File: config.mk
export PLATFORM = sky130hd
export DESIGN_NAME = bht_sat_gshare
export DESIGN_NICKNAME = d
export VERILOG_FILES = /design/src/rtl/bht_sat_gshare.sv
export SDC_FILE = /design/constraint.sdc
export NUM_CORES = 1
export LEC_CHECK = 0
export CAP_MARGIN = 40
export CORE_MARGIN = 3
export CORE_UTILIZATION = 56
export DETAILED_ROUTE_END_ITERATION = 12
export PLACE_DENSITY = 0.79
export RECOVER_POWER = 100
export SYNTH_ARGS = -nofsm -noshare
export SYNTH_HDL_FRONTEND = slang
export SYNTH_SLANG_ARGS = --single-unit
File: constraint.sdc
create_clock -name clk -period 2 [get_ports clk]
set_clock_uncertainty 0.05 [all_clocks]
set_input_delay 0.2 -clock clk [delete_from_list [all_inputs] [get_ports clk]]
set_output_delay 0.2 -clock clk [all_outputs]
set_load 0.1 [all_outputs]
File: src/rtl/bht_sat_gshare.sv
`default_nettype none
// ============================================================================
//  Module      : bht_sat_gshare
//  Description : Branch history table of saturating counters with bimodal or
//                gshare indexing, registered prediction, execute-side training
//                port and a sequential one-entry-per-cycle flush engine.
//  Revision    : 1.0 - initial release
// ============================================================================
module bht_sat_gshare #(
    parameter int ENTRIES   = 16,
    parameter int CTR_BITS  = 2,
    parameter int PC_BITS   = 9,
    parameter int GHR_BITS  = 4,
    parameter int MODE      = 0,
    localparam int ADDR_BITS = $clog2(ENTRIES)
) (
    input  logic                 clk,
    input  logic                 reset,
    input  logic                 lookup_valid,
    input  logic [PC_BITS-1:0]   lookup_pc,
    output logic                 pred_valid,
    output logic                 prediction,
    output logic [ADDR_BITS-1:0] pred_index,
    input  logic                 update_valid,
    input  logic [ADDR_BITS-1:0] update_index,
    input  logic                 update_taken,
    input  logic                 flush,
    output logic                 busy
);

    // Weakly not-taken reset value, all-ones saturation ceiling, last entry.
    localparam logic [CTR_BITS-1:0]  c_init = CTR_BITS'((1 << (CTR_BITS - 1)) - 1);
    localparam logic [CTR_BITS-1:0]  c_max  = {CTR_BITS{1'b1}};
    localparam logic [CTR_BITS-1:0]  c_zero = '0;
    localparam logic [ADDR_BITS-1:0] c_last = ADDR_BITS'(ENTRIES - 1);

    typedef enum logic [0:0] {
        ST_IDLE  = 1'b0,
        ST_FLUSH = 1'b1
    } state_t;

    state_t                r_state;
    state_t                w_state_next;
    logic                  r_busy;
    logic [ADDR_BITS-1:0]  r_ptr;
    logic [GHR_BITS-1:0]   r_ghr;
    logic [GHR_BITS-1:0]   w_ghr_shift;
    logic [CTR_BITS-1:0]   r_table [ENTRIES];
    logic [CTR_BITS-1:0]   w_ctr_cur;
    logic [CTR_BITS-1:0]   w_ctr_next;
    logic [ADDR_BITS-1:0]  w_lookup_idx;
    logic                  r_pred_valid;
    logic                  r_prediction;
    logic [ADDR_BITS-1:0]  r_pred_index;
    logic                  w_idle;
    logic                  w_start_flush;
    logic                  w_do_lookup;
    logic                  w_do_update;
    logic                  w_unused_pc;

    // A flush request in IDLE beats any same-cycle lookup or update.
    assign w_idle        = (r_state == ST_IDLE);
    assign w_start_flush = w_idle & flush;
    assign w_do_lookup   = w_idle & ~flush & lookup_valid;
    assign w_do_update   = w_idle & ~flush & update_valid;

    // PC bits above the index are deliberately ignored.
    assign w_unused_pc = ^lookup_pc;

    generate
        if (MODE == 1) begin : g_gshare
            assign w_lookup_idx = lookup_pc[ADDR_BITS-1:0] ^ ADDR_BITS'(r_ghr);
        end else begin : g_bimodal
            assign w_lookup_idx = lookup_pc[ADDR_BITS-1:0];
        end
    endgenerate

    generate
        if (GHR_BITS == 1) begin : g_ghr_single
            assign w_ghr_shift = update_taken;
        end else begin : g_ghr_multi
            assign w_ghr_shift = {r_ghr[GHR_BITS-2:0], update_taken};
        end
    endgenerate

    // Saturating increment/decrement of the counter being trained.
    always_comb begin
        w_ctr_cur  = r_table[update_index];
        w_ctr_next = w_ctr_cur;
        if (update_taken) begin
            if (w_ctr_cur != c_max) begin
                w_ctr_next = w_ctr_cur + 1'b1;
            end
        end else begin
            if (w_ctr_cur != c_zero) begin
                w_ctr_next = w_ctr_cur - 1'b1;
            end
        end
    end

    // Flush sequencing: enter on request, leave after the last entry is written.
    always_comb begin
        w_state_next = r_state;
        case (r_state)
            ST_IDLE:  if (flush) w_state_next = ST_FLUSH;
            ST_FLUSH: if (r_ptr == c_last) w_state_next = ST_IDLE;
            default:  w_state_next = ST_IDLE;
        endcase
    end

    // State register; busy is a flopped copy of being in the flush state.
    always_ff @(posedge clk or negedge reset) begin
        if (!reset) begin
            r_state <= ST_IDLE;
            r_busy  <= 1'b0;
        end else begin
            r_state <= w_state_next;
            r_busy  <= (w_state_next == ST_FLUSH);
        end
    end

    // Sweep pointer and global history register.
    always_ff @(posedge clk or negedge reset) begin
        if (!reset) begin
            r_ptr <= '0;
            r_ghr <= '0;
        end else if (w_start_flush) begin
            r_ptr <= '0;
            r_ghr <= '0;
        end else if (r_state == ST_FLUSH) begin
            r_ptr <= r_ptr + 1'b1;
        end else if (w_do_update) begin
            r_ghr <= w_ghr_shift;
        end
    end

    // Counter table: flush sweep write or resolved-branch training.
    always_ff @(posedge clk or negedge reset) begin
        if (!reset) begin
            for (int i = 0; i < ENTRIES; i++) begin
                r_table[i] <= c_init;
            end
        end else if (r_state == ST_FLUSH) begin
            r_table[r_ptr] <= c_init;
        end else if (w_do_update) begin
            r_table[update_index] <= w_ctr_next;
        end
    end

    // Registered prediction, read before any same-cycle training write.
    always_ff @(posedge clk or negedge reset) begin
        if (!reset) begin
            r_pred_valid <= 1'b0;
            r_prediction <= 1'b0;
            r_pred_index <= '0;
        end else begin
            r_pred_valid <= w_do_lookup;
            if (w_do_lookup) begin
                r_prediction <= r_table[w_lookup_idx][CTR_BITS-1];
                r_pred_index <= w_lookup_idx;
            end
        end
    end

    assign pred_valid = r_pred_valid;
    assign prediction = r_prediction;
    assign pred_index = r_pred_index;
    assign busy       = r_busy;

endmodule
`default_nettype wire

==> results of run 1 <==
synthesized netlist by cell type (all sizes together):
cell type / n / area [um2]
nand2: 38 / 143
dfrtp: 27 / 676
a21oi: 19 / 110
nand3: 17 / 85.1
dfstp: 16 / 420
o21ai: 16 / 83.8
mux2i: 15 / 150
mux4: 13 / 315
clkbuf: 9 / 37.5
mux2: 6 / 67.6
nor2: 6 / 22.5
buf: 4 / 38.8
ha: 4 / 50.1
a22o: 3 / 26.3
and2: 3 / 18.8
nor3b: 3 / 22.5
a22oi: 2 / 33.8
inv: 2 / 7.51
nor2b: 2 / 12.5
nor4bb: 2 / 20.0
a211oi: 1 / 7.51
a21boi: 1 / 11.3
and3: 1 / 6.26
and3b: 1 / 8.76
and4: 1 / 8.76
and4b: 1 / 10.0
nand3b: 1 / 11.3
nand4: 1 / 6.26
nor3: 1 / 5.00
nor4b: 1 / 8.76
o22ai: 1 / 6.26
xnor2: 1 / 8.76
xor2: 1 / 8.76
critical path: stages, from the launching register on:
cell	delay (ps)
dfrtp_1	430
mux4_2	510
a22oi_2	210
a21boi_2	110
o21ai_2	280
buf_6	170
o21ai_0	100
what timing repair did:
item,CTS,global route
cloned,0,1
setup endpoints to repair,32,18
hold buffers,1,0
endpoints found under the hold margin,23,0
pin swaps,0,4
buffers inserted,0,1
gates resized for setup,1,12
cells by family after synthesis:
kind of cell             count (synthesis)
adder cells (fa/ha/maj)                  4
AO/OA/AOI/OAI                           43
AND/OR/NAND/NOR                         79
XOR/XNOR                                 2
flip-flops                              43
buffers and inverters                   15
multiplexers                            34
routing by layer:
metal / up-vias / part of all wire (%)
li1: 886 / -
met1: 927 / 42
met2: 77 / 47
met3: 16 / 8.5
met4: 0 / 2.3
met5: - / 0
per-stage QoR:
stage	hold WS (ps)	utilization [%]
after global placement	224	67.8
after CTS	451	70.1
final	462	69.6
after global routing	469	69.6
after floorplan	-146	-
after detailed placement	231	67.8
state kept, by name, indices dropped and copies added (netlist names):
register,flops
r_table,32
pred_index,4
r_ptr,4
busy,1
pred_valid,1
prediction,1
final timing paths:
check / from / endpoint / slack (ps) / cells past startpoint
setup / recovery: r_table[15]$_DFFE_PN0P_ / r_table[15]$_DFFE_PN0P_ / 30 / 6
hold / removal: reset / r_table[25]$_DFFE_PN0P_ / 460 / 2
setup reg to reg: r_table[15]$_DFFE_PN0P_ / r_table[15]$_DFFE_PN0P_ / 30 / 6
hold reg to reg: pred_index[0]$_DFFE_PN0P_ / pred_index[0]$_DFFE_PN0P_ / 460 / 1
max in group asynchronous: reset / r_table[4]$_DFFE_PN1P_ / 500 / 3
min in group clk: pred_index[0]$_DFFE_PN0P_ / pred_index[0]$_DFFE_PN0P_ / 460 / 1
area by class of cell:
type / instances / share of cell area (%)
multi-input cells: 162 / 43.9
flip-flops and latches: 43 / 38.3
repair buffers: 45 / 12.4
clock buffers: 6 / 2.53
well taps: 50 / 2.19
clock inverters: 2 / 0.437
inverters: 2 / 0.262
power by group through the flow:
| stage | clock [mW] | sequential (mW) | combinational (mW) |
|---|---|---|---|
| 6_report | 0.549 | 1.27 | 1.40 |
| 3_3_place_gp | 0 | 1.28 | 1.39 |
| 3_5_place_dp | 0 | 1.29 | 1.40 |
| 5_1_grt | 0.583 | 1.30 | 1.49 |
| 4_1_cts | 0.550 | 1.27 | 1.42 |
| 2_1_floorplan | 0 | 1.59 | 0.697 |
==> flow_summary.ini, run 1 <==
[synthesis]
ys_ff_latch = 43
synthXorXnorAreaFrac_pct = 0.715
synthSimpleGateAreaFrac_pct = 15.9
synth-compound-area-share_pct = 11.4
ys_warn_count = 0
ys_seq_area_share_pct = 44.8
yosys.cell_types.count = 41
synth_adder_area_share_pct = 2.04
synth_nets = 243
syn_area_um2 = 2450
synthMuxAreaShare_pct = 21.8
syn_avg_cell_area_um2 = 11.1
netlist_instances = 220
synth_top_family_by_area = multiplexers

[cells_and_area]
nets = 282
final_cells = 310
area_delta_synth_final_pct = 16.9
final_cell_mix = 38 x nand2_1, 27 x dfrtp_1, 17 x a21oi_1, 17 x nand3_1, 17 x buf_4
multi_input_area_um2 = 1260
final_area_um2 = 2860
final_common_cell = nand2_1
drive_gt1_share_pct = 29.2
register_area_um2 = 1100
num-fill-cells = 321
insertedDiodeCount = 0

[clock_network]
cts_buffers = 5
ctsRootBufferMaster = clkbuf_8
clk_pin_slew_ps = 90
clockBufferDepth = 2
cts_htree_levels = 2
worstSkewPairLatency_ps = 300
cts_tree = done
cts_num_sinks = 43

[pwr]
clkPwrFrac_pct = 17.1
power.total_mw = 3.21
vdd_drop_max_mv = 0.937
seq_power_share_pct = 39.5
leakage_nw = 1.29
p_sw_mw = 1.44
netSwitchingFraction_pct = 44.7
pwr_density_cell_nw_per_um2 = 1120
p_int_mw = 1.78
p_comb_share_pct = 43.4

[floorplan]
die-width_um = 72.1
io_pins = 26
die_h_um = 72.1
die_area_um2 = 5200
rows = 23
start_util_pct = 59.5
core_area_um2 = 4120

[flow_run]
cap_violations = 0

[route]
wl_per_cell_um = 19.2
vias_per_cell = 6.15
drtPass1Iterations = 4
drc_errors = 0
num_vias = 1906
drt-total-wl_mm = 5.97
drt_iter0_drc = 141
ant_nets = 0

[global_routing]
grt_overflow = 0
use_met1_pct = 34.5
antenna_found_initial = 0
track_usage_pct = 24.5
grtUsageMet3_pct = 5.40
top_usage_layer = met2
grt_pass1_vias = 1853
grt_pass1_wl_mm = 9.56
grtUsageMet2_pct = 37.8
grt_max_degree = 32

[timing]
timing.final.crit_share_pct = 98.3
hold_violations = 0
setup_viol = 0
min_period_ps = 1970
fin_ws_ps = 35.0
finalMaxSlewViolations = 0
slew-limit-headroom_pct = 48.5
max_freq_mhz = 509
worst_pin_slew_ps = 773
finalSetupTns_ps = 0

[placement]
place_ws_ps = -449
port_buffers = 20
place.gp.congestion = 1.11
dp_cells = 299
hpwl_mm = 4.28
placed_area_um2 = 2790

[worst_setup_path]
cp-end-kind = flip-flop
cp_data_required_time_ps = 2130
cp.arrival_ps = 2100
cp_max_fo = 6
start_kind = flip-flop
path_class = flip-flop to flip-flop

[run_status]
outcome = finished, final reports clean

[min_path]
hp-class = input port to asynchronous set/reset pin
Power figures use the tool's default switching activity.
==> inputs of run 2 (changes only) <==
--- a/config.mk
+++ b/config.mk
@@ -7,9 +7,9 @@
 export LEC_CHECK = 0
 export CAP_MARGIN = 40
 export CORE_MARGIN = 3
-export CORE_UTILIZATION = 56
+export CORE_UTILIZATION = 45
 export DETAILED_ROUTE_END_ITERATION = 12
-export PLACE_DENSITY = 0.79
+export PLACE_DENSITY = 0.66
 export RECOVER_POWER = 100
 export SYNTH_ARGS = -nofsm -noshare
 export SYNTH_HDL_FRONTEND = slang
==> constraint.sdc (replaced) <==
create_clock -name clk -period 1.9 [get_ports clk]
set_clock_uncertainty 0.05 [all_clocks]
set_input_delay 0.19 -clock clk [delete_from_list [all_inputs] [get_ports clk]]
set_output_delay 0.19 -clock clk [all_outputs]
set_load 0.1 [all_outputs]
==> run 2 against run 1 <==
  * Hold slack got worse by 100 ps
  * Die area increased by 22%
  * First-iteration DRC count down 28%
  * Final area rose by 5.2%
  * Cell count grew 9.0%
  * Critical endpoint is now prediction$_DFFE_PN0P_
  * The flow now finishes with violations (setup timing)
  * Sequential share of layout area is 1.8 points lower
  * Fmax rose by 2.9%
  * Flip-flop and latch count is the same
  * Count of clock-buffer cells in the layout is the same
  * Clock power increased by 35%
==> flow_summary.ini, run 2 (synthesized netlist as in run 1, its figures left out) <==
[flow_run]
cap_violations = 0

[worst_setup_path]
timing.rr.start = r_table[7]$_DFFE_PN0P_
path_cells = buf_4 > mux4_2 > mux4_2 > mux2_4
r2r_end = prediction$_DFFE_PN0P_
critPathSlowestCell = mux4_2
cp-end-kind = flip-flop
start_kind = flip-flop
regToRegSetupSlack_ps = -9
cp_max_fo = 3
cp_data_required_time_ps = 2040
cp_common_cell = mux4_2
cp.arrival_ps = 2050
path_class = flip-flop to flip-flop
worstRegToRegCells = 4
cpPeakStageDelay_ps = 480

[pwr]
leakage_nw = 1.36
vdd_drop_max_mv = 0.795
p_comb_share_pct = 43.5
p_int_mw = 2.11
p_sw_mw = 1.53
netSwitchingFraction_pct = 42.0
seq_power_share_pct = 36.2
pwr_density_cell_nw_per_um2 = 1210
clkPwrFrac_pct = 20.4

[global_routing]
grt_pass1_wl_mm = 9.69
grt_pass1_vias = 1878
track_usage_pct = 20.5
grt_overflow = 0
antenna_found_initial = 0
grt_max_degree = 25

[placement]
place.gp.congestion = 0.880
hpwl_mm = 4.48
port_buffers = 20
place_ws_ps = -566

[route]
num_vias = 1899
drtPass1Iterations = 4
ant_nets = 0
drc_errors = 0
drt_iter0_drc = 101
drt-total-wl_mm = 6.05
vias_per_cell = 5.62
wl_per_cell_um = 17.9

[min_path]
hp-class = input port to flip-flop
hold_path_end = pred_index[0]$_DFFE_PN0P_
min_from = lookup_pc[0]
holdPathStages = 3

[clock_network]
ctsRootBufferMaster = clkbuf_8
cts_num_sinks = 43
cts_tree = done
cts_buffers = 5
cts_htree_levels = 2
clk_pin_slew_ps = 80
worstSkewPairLatency_ps = 300
clockBufferDepth = 2

[timing]
worst_pin_slew_ps = 1040
setup_viol = 2
hold_violations = 0
fin_hold_ws_ps = 361
slew-limit-headroom_pct = 30.9
finalMaxSlewViolations = 0
rsz0062_at_grt = yes
timing.final.crit_share_pct = 100
max_freq_mhz = 524
min_period_ps = 1910
fin_ws_ps = -9.25

[floorplan]
core_area_um2 = 5170
start_util_pct = 47.3
io_pins = 26
rows = 26
die-width_um = 79.8
die_h_um = 79.8
die_area_um2 = 6360

[cells_and_area]
insertedDiodeCount = 0
nets = 290
final_common_cell = nand2_1
largest_reg_flops = 32
num-fill-cells = 417
drive_gt1_share_pct = 32.1
final_core_util_pct = 58.2
regMostFlops = r_table
final_cell_mix = 38 x nand2_1, 26 x buf_4, 26 x dfrtp_1
area_delta_synth_final_pct = 22.9

[run_status]
outcome = finished, violations left
violations = setup timing
## run 2: worst max-delay path by stage
stage | startpoint | endpoint | depth (start not counted)
2_1_floorplan | r_table[21]$_DFFE_PN0P_ | r_table[2]$_DFFE_PN1P_ | 6
3_3_place_gp | update_index[0] | r_table[21]$_DFFE_PN0P_ | 8
3_5_place_dp | update_index[0] | r_table[30]$_DFFE_PN1P_ | 8
4_1_cts | r_table[5]$_DFFE_PN0P_ | r_table[30]$_DFFE_PN1P_ | 6
5_1_grt | r_table[1]$_DFFE_PN0P_ | r_table[27]$_DFFE_PN0P_ | 6
6_report | r_table[7]$_DFFE_PN0P_ | prediction$_DFFE_PN0P_ | 4
## run 2: metal layers
layer	GRT usage [%]	wire, um
met1	27.6	2690
met2	32.5	2780
met3	3.39	387
met4	9.46	184
met5	0	0
## run 2: power by group through the flow
| stage | clock [mW] | sequential, mW | combinational [mW] |
|---|---|---|---|
| floorplan | 0 | 1.67 | 0.734 |
| global placement | 0 | 1.31 | 1.57 |
| detailed placement | 0 | 1.33 | 1.59 |
| CTS | 0.758 | 1.31 | 1.60 |
| global route | 0.811 | 1.33 | 1.69 |
| finish | 0.740 | 1.31 | 1.58 |
## run 2: repair_timing
| action | 4_1_cts | 5_1_grt |
|---|---|---|
| cloned | 0 | 1 |
| endpoints found under the hold margin | 7 | 0 |
| pin swaps | 1 | 5 |
| setup buffers | 0 | 5 |
| gates resized for setup | 6 | 18 |
| hold buffers | 1 | 0 |
| endpoints found under the setup margin | 33 | 31 |
## run 2: final cells by class
cell class	instances	area (um2)	area share, %
Timing Repair Buffer	53	435	14.5
Multi-Input combinational cell	162	1260	42.0
Clock buffer	6	82.6	2.74
Tap cell	70	87.6	2.91
Sequential cell	43	1100	36.5
Inverter	2	7.51	0.249
Clock inverter	2	35.0	1.16
## run 2: worst max-delay path: cells and delay by family, from the launching register on
kind / cells / cell delay [ps]
mux: 3 / 1190
buf+inv: 1 / 140
flops: 1 / 420
## run 2: per-stage QoR
step / TNS [ps] / instances / cell area [um2] / power [mW]
2_1_floorplan: 0 / 220 / 2450 / 2.41
3_3_place_gp: -15790 / 323 / 2870 / 2.89
3_5_place_dp: -16880 / 323 / 2870 / 2.92
4_1_cts: -0.447 / 332 / 3000 / 3.67
5_1_grt: -2630 / 338 / 3010 / 3.83
6_report: -11.6 / 338 / 3010 / 3.63
==> inputs of run 3 (changes only) <==
==> constraint.sdc (replaced) <==
create_clock -name clk -period 2.03 [get_ports clk]
set_clock_uncertainty 0.05 [all_clocks]
set_input_delay 0.203 -clock clk [delete_from_list [all_inputs] [get_ports clk]]
set_output_delay 0.203 -clock clk [all_outputs]
set_load 0.1 [all_outputs]
==> run 3 against run 2 <==
  * The flow now finishes without violations
  * Sequential power down 5%
  * Critical path depth increased by 1
  * Global-route usage down 0.25 points
  * Worst setup slack better by 71 ps
  * Power is 13% lower
  * Clock power shrank 23%
  * Sequential share of layout area up 1.6 points
  * Critical endpoint unchanged
  * Highest routed layer unchanged
==> flow_summary.ini, run 3 (synthesized netlist as in run 1, its figures left out) <==
[worst_setup_path]
cp_data_required_time_ps = 2180
path_depth = 5
cp_common_cell = mux4_2
critPathBufInv = 2
critPathSlowestCell = mux4_2
cp-end-kind = flip-flop
cp.arrival_ps = 2120
cpPeakStageDelay_ps = 530
crit_family = multiplexers
cp_max_fo = 5
path_cells = clkdlybuf4s50_1 > clkbuf_2 > mux4_2 > mux4_2 > mux2_2
path_class = input port to flip-flop
start_kind = input port
worstRegToRegCells = 6

[timing]
fin_hold_ws_ps = 460
finalMaxSlewViolations = 0
hold_violations = 0
setup_viol = 0
min_period_ps = 1970
worst_pin_slew_ps = 1220
fin_ws_ps = 61.5
slew-limit-headroom_pct = 18.6
max_freq_mhz = 508
rsz0062_at_grt = no
timing.final.crit_share_pct = 97.0

[floorplan]
die-width_um = 79.8
die_area_um2 = 6360
io_pins = 26
core_area_um2 = 5170
die_h_um = 79.8
start_util_pct = 47.3
rows = 26

[global_routing]
grt_pass1_wl_mm = 9.60
grt_overflow = 0
track_usage_pct = 20.3
grt_pass1_vias = 1847
grt_max_degree = 23
antenna_found_initial = 0

[placement]
placed_area_um2 = 2810
hpwl_mm = 4.45
place_ws_ps = -396
place.gp.congestion = 0.903
port_buffers = 20

[clock_network]
ctsRootBufferMaster = clkbuf_8
cts_num_sinks = 43
clk_pin_slew_ps = 90
worstSkewPairLatency_ps = 310
cts_buffers = 5
clockBufferDepth = 2
cts_setup_buffers = 0
cts_htree_levels = 2
cts_tree = done

[pwr]
p_comb_share_pct = 42.8
p_int_mw = 1.75
leakage_nw = 1.28
seq_power_share_pct = 39.2
p_sw_mw = 1.42
power.total_mw = 3.17
netSwitchingFraction_pct = 44.9
vdd_drop_max_mv = 0.811
clkPwrFrac_pct = 18.0
pwr_density_cell_nw_per_um2 = 1100

[cells_and_area]
insertedDiodeCount = 0
regMostFlops = r_table
nets = 277
final_core_util_pct = 55.7
final_cell_mix = 38 x nand2_1, 27 x dfrtp_1, 17 x a21oi_1, 17 x nand3_1, 16 x dfstp_2
final_area_um2 = 2880
num-fill-cells = 457
area_delta_synth_final_pct = 17.6
largest_reg_flops = 32
drive_gt1_share_pct = 27.5
final_common_cell = nand2_1

[min_path]
hp-class = flip-flop to flip-flop
holdPathStages = 1

[route]
vias_per_cell = 5.64
drt-total-wl_mm = 5.86
ant_nets = 0
num_vias = 1833
drt_iter0_drc = 186
wl_per_cell_um = 18.0
drc_errors = 0
drtPass1Iterations = 4

[run_status]
outcome = finished, final reports clean

[flow_run]
cap_violations = 0
[run 3: through the flow]
stage / std cells / TNS (ps)
after floorplan: 220 / 0
after global placement: 316 / -10240
after detailed placement: 316 / -11950
after CTS: 325 / 0
after global routing: 325 / 0
final: 325 / 0
[run 3: final timing paths]
path                                           end  slack, ps                   start
max                         prediction$_DFFE_PN0P_         60            lookup_pc[0]
min reg2reg                 prediction$_DFFE_PN0P_        460  prediction$_DFFE_PN0P_
max reg2reg                r_table[30]$_DFFE_PN1P_        160  r_table[3]$_DFFE_PN0P_
max in group asynchronous   r_table[8]$_DFFE_PN1P_        520                   reset
min                         prediction$_DFFE_PN0P_        460  prediction$_DFFE_PN0P_
min in group asynchronous  r_table[29]$_DFFE_PN0P_        620                   reset
[run 3: what timing repair did]
item	CTS	global route
endpoints found under the setup margin	28	1
hold endpoints to repair	9	0
hold buffers	1	0
pin swaps	0	1
resized for setup	1	1
[run 3: metal layers]
| metal | vias to the layer above | global-route usage (%) | part of all wire (%) |
|---|---|---|---|
| met1 | 896 | 28.8 | 47 |
| met4 | 0 | 7.77 | 2.2 |
| met3 | 9 | 3.84 | 4.4 |
| li1 | 880 | - | - |
| met5 | - | 0 | 0 |
| met2 | 48 | 30.8 | 46 |
[run 3: layout make-up]
class | count | area (um2) | area share [%]
well taps | 70 | 87.6 | 3.04
multi-input cells | 162 | 1260 | 43.9
inverters | 2 | 7.51 | 0.261
clock buffers | 5 | 68.8 | 2.39
repair buffers | 40 | 329 | 11.4
flip-flops and latches | 43 | 1100 | 38.1
clock inverters | 3 | 25.0 | 0.869
[run 3: power by group through the flow]
stage	Sequential, mW	Clock (mW)	Combinational [mW]
global route	1.28	0.624	1.45
global placement	1.26	0	1.38
floorplan	1.56	0	0.687
detailed placement	1.26	0	1.39
CTS	1.24	0.589	1.39
finish	1.24	0.572	1.36
==> RTL change (config.mk and constraints of run 2) <==
The parameter `MODE` goes from 0 to 1.
--- a/src/rtl/bht_sat_gshare.sv
+++ b/src/rtl/bht_sat_gshare.sv
@@ -11,7 +11,7 @@
     parameter int CTR_BITS  = 2,
     parameter int PC_BITS   = 9,
     parameter int GHR_BITS  = 4,
-    parameter int MODE      = 0,
+    parameter int MODE      = 1,
     localparam int ADDR_BITS = $clog2(ENTRIES)
 ) (
     input  logic                 clk,
Formal check against the unedited RTL: not equivalent (a bounded check fails within 4 cycles, from zero or initial values and one cycle with reset low).
==> RTL change against run 2 <==
Cell area rose by 4.2%. Routed wire length rose by 6.1%. Sequential cell count rose by 4. Maximum frequency rose by 2.8%. Total power rose by 8.7%. Clock power fell by 22%. Highest routed layer unchanged. Synthesized cell count rose by 10%. Via count rose by 9.5%. Cell count rose by 7.4%. Utilization rose by 0.93 points. Combinational power rose by 17%. Largest power group unchanged. Worst setup slack improved by 0.052 ns. Synthesized area rose by 4.3%.
==> RTL change: results <==
export IMPL_met2_length_microns=3120
export IMPL_hold_depth=2
export IMPL_synth_adder_area_share=0.0240
export IMPL_grt_pass1_vias=2087
export IMPL_syn_area_per_cell_sq_um=10.5
export IMPL_wire_per_inst_microns=17.7
export IMPL_wl_met1_microns=2890
export IMPL_synth_area_mux_share=0.187
export IMPL_finalSetupViolCount=0
export IMPL_use_met1=0.285
export IMPL_powerComb_mw=1.85
export IMPL_grt_util_met3=0.0366
export IMPL_critPathMaxFanout=8
export IMPL_ir_drop_v=0.000868
export IMPL_ys_top_cells_by_area="dfrtp_1, dfstp_2, mux4_2, nand2_1, mux2i_1"
export IMPL_synth_xor_area_share=0.0206
export IMPL_wl_met3_microns=268
export IMPL_syn_nets=266
export IMPL_synth_commonest_cells="nand2_1, dfrtp_1, nand3_1"
export IMPL_outcome="complete, no violations"
export IMPL_fillers=443
export IMPL_max_slew_worst_pin_slew_ns=0.856
export IMPL_worst_path_largest_cell_delay_ns=0.46
export IMPL_p_comb_frac=0.469
export IMPL_place_congestion=0.882
export IMPL_placedInstanceArea_sq_um=3020
export IMPL_grt_max_degree=19
export IMPL_ys_types=37
export IMPL_p_sw_mw=1.72
export IMPL_first_pass_iters=5
export IMPL_dp_cells=353
export IMPL_grtUsageTotal=0.214
export IMPL_grt_pass1_wl_microns=10500
export IMPL_leakagePower_nw=1.39
==> RTL change: cell count changes in the layout (fill, tap and decap cells not counted), moves of 3 or more <==
cell,change
buf_4,-3
buf_6,-3
clkbuf_1,+3
dfrtp_1,+3
mux4_1,-4
mux4_2,+3
nand2_1,+9
nor2b_1,+7
o211ai_1,+4
o21ai_0,+3
==> RTL change: worst register-to-register path, stage by stage (launching register included) <==
cell and delay [ns]:
dfstp_2 0.39, mux4_2 0.46, mux2_4 0.28, maj3_2 0.38, nand2b_4 0.17, nand3_1 0.08
==> RTL change: timing repair <==
action	CTS	global route
pin swaps	2	1
setup buffers	1	0
hold buffers	1	0
endpoints found under the hold margin	8	0
resized for setup	9	7
endpoints found under the setup margin	33	5
==> RTL change: cell type report <==
class / instances / area share
multi-input combinational: 184 / 0.433
sequential: 47 / 0.382
timing repair buffer: 50 / 0.126
tap: 70 / 0.0279
clock buffer: 7 / 0.0243
inverter: 4 / 0.00479
clock inverter: 1 / 0.00160
==> RTL change: final timing paths <==
kind	start	end	slack, ns
setup / recovery	r_table[0]$_DFFE_PN1P_	r_table[8]$_DFFE_PN1P_	0.04
hold / removal	pred_index[3]$_DFFE_PN0P_	pred_index[3]$_DFFE_PN0P_	0.44
setup reg to reg	r_table[0]$_DFFE_PN1P_	r_table[8]$_DFFE_PN1P_	0.04
hold reg to reg	pred_index[3]$_DFFE_PN0P_	pred_index[3]$_DFFE_PN0P_	0.44
max in group asynchronous	reset	r_table[20]$_DFFE_PN1P_	0.38
min in group asynchronous	reset	pred_index[3]$_DFFE_PN0P_	0.45
==> RTL change: kinds of logic after synthesis <==
logic type,Yosys count
xor+xnor,6
fa+ha+maj,5
compound gates,46
flops,47
mux,32
buf+inv,12
simple gates,95
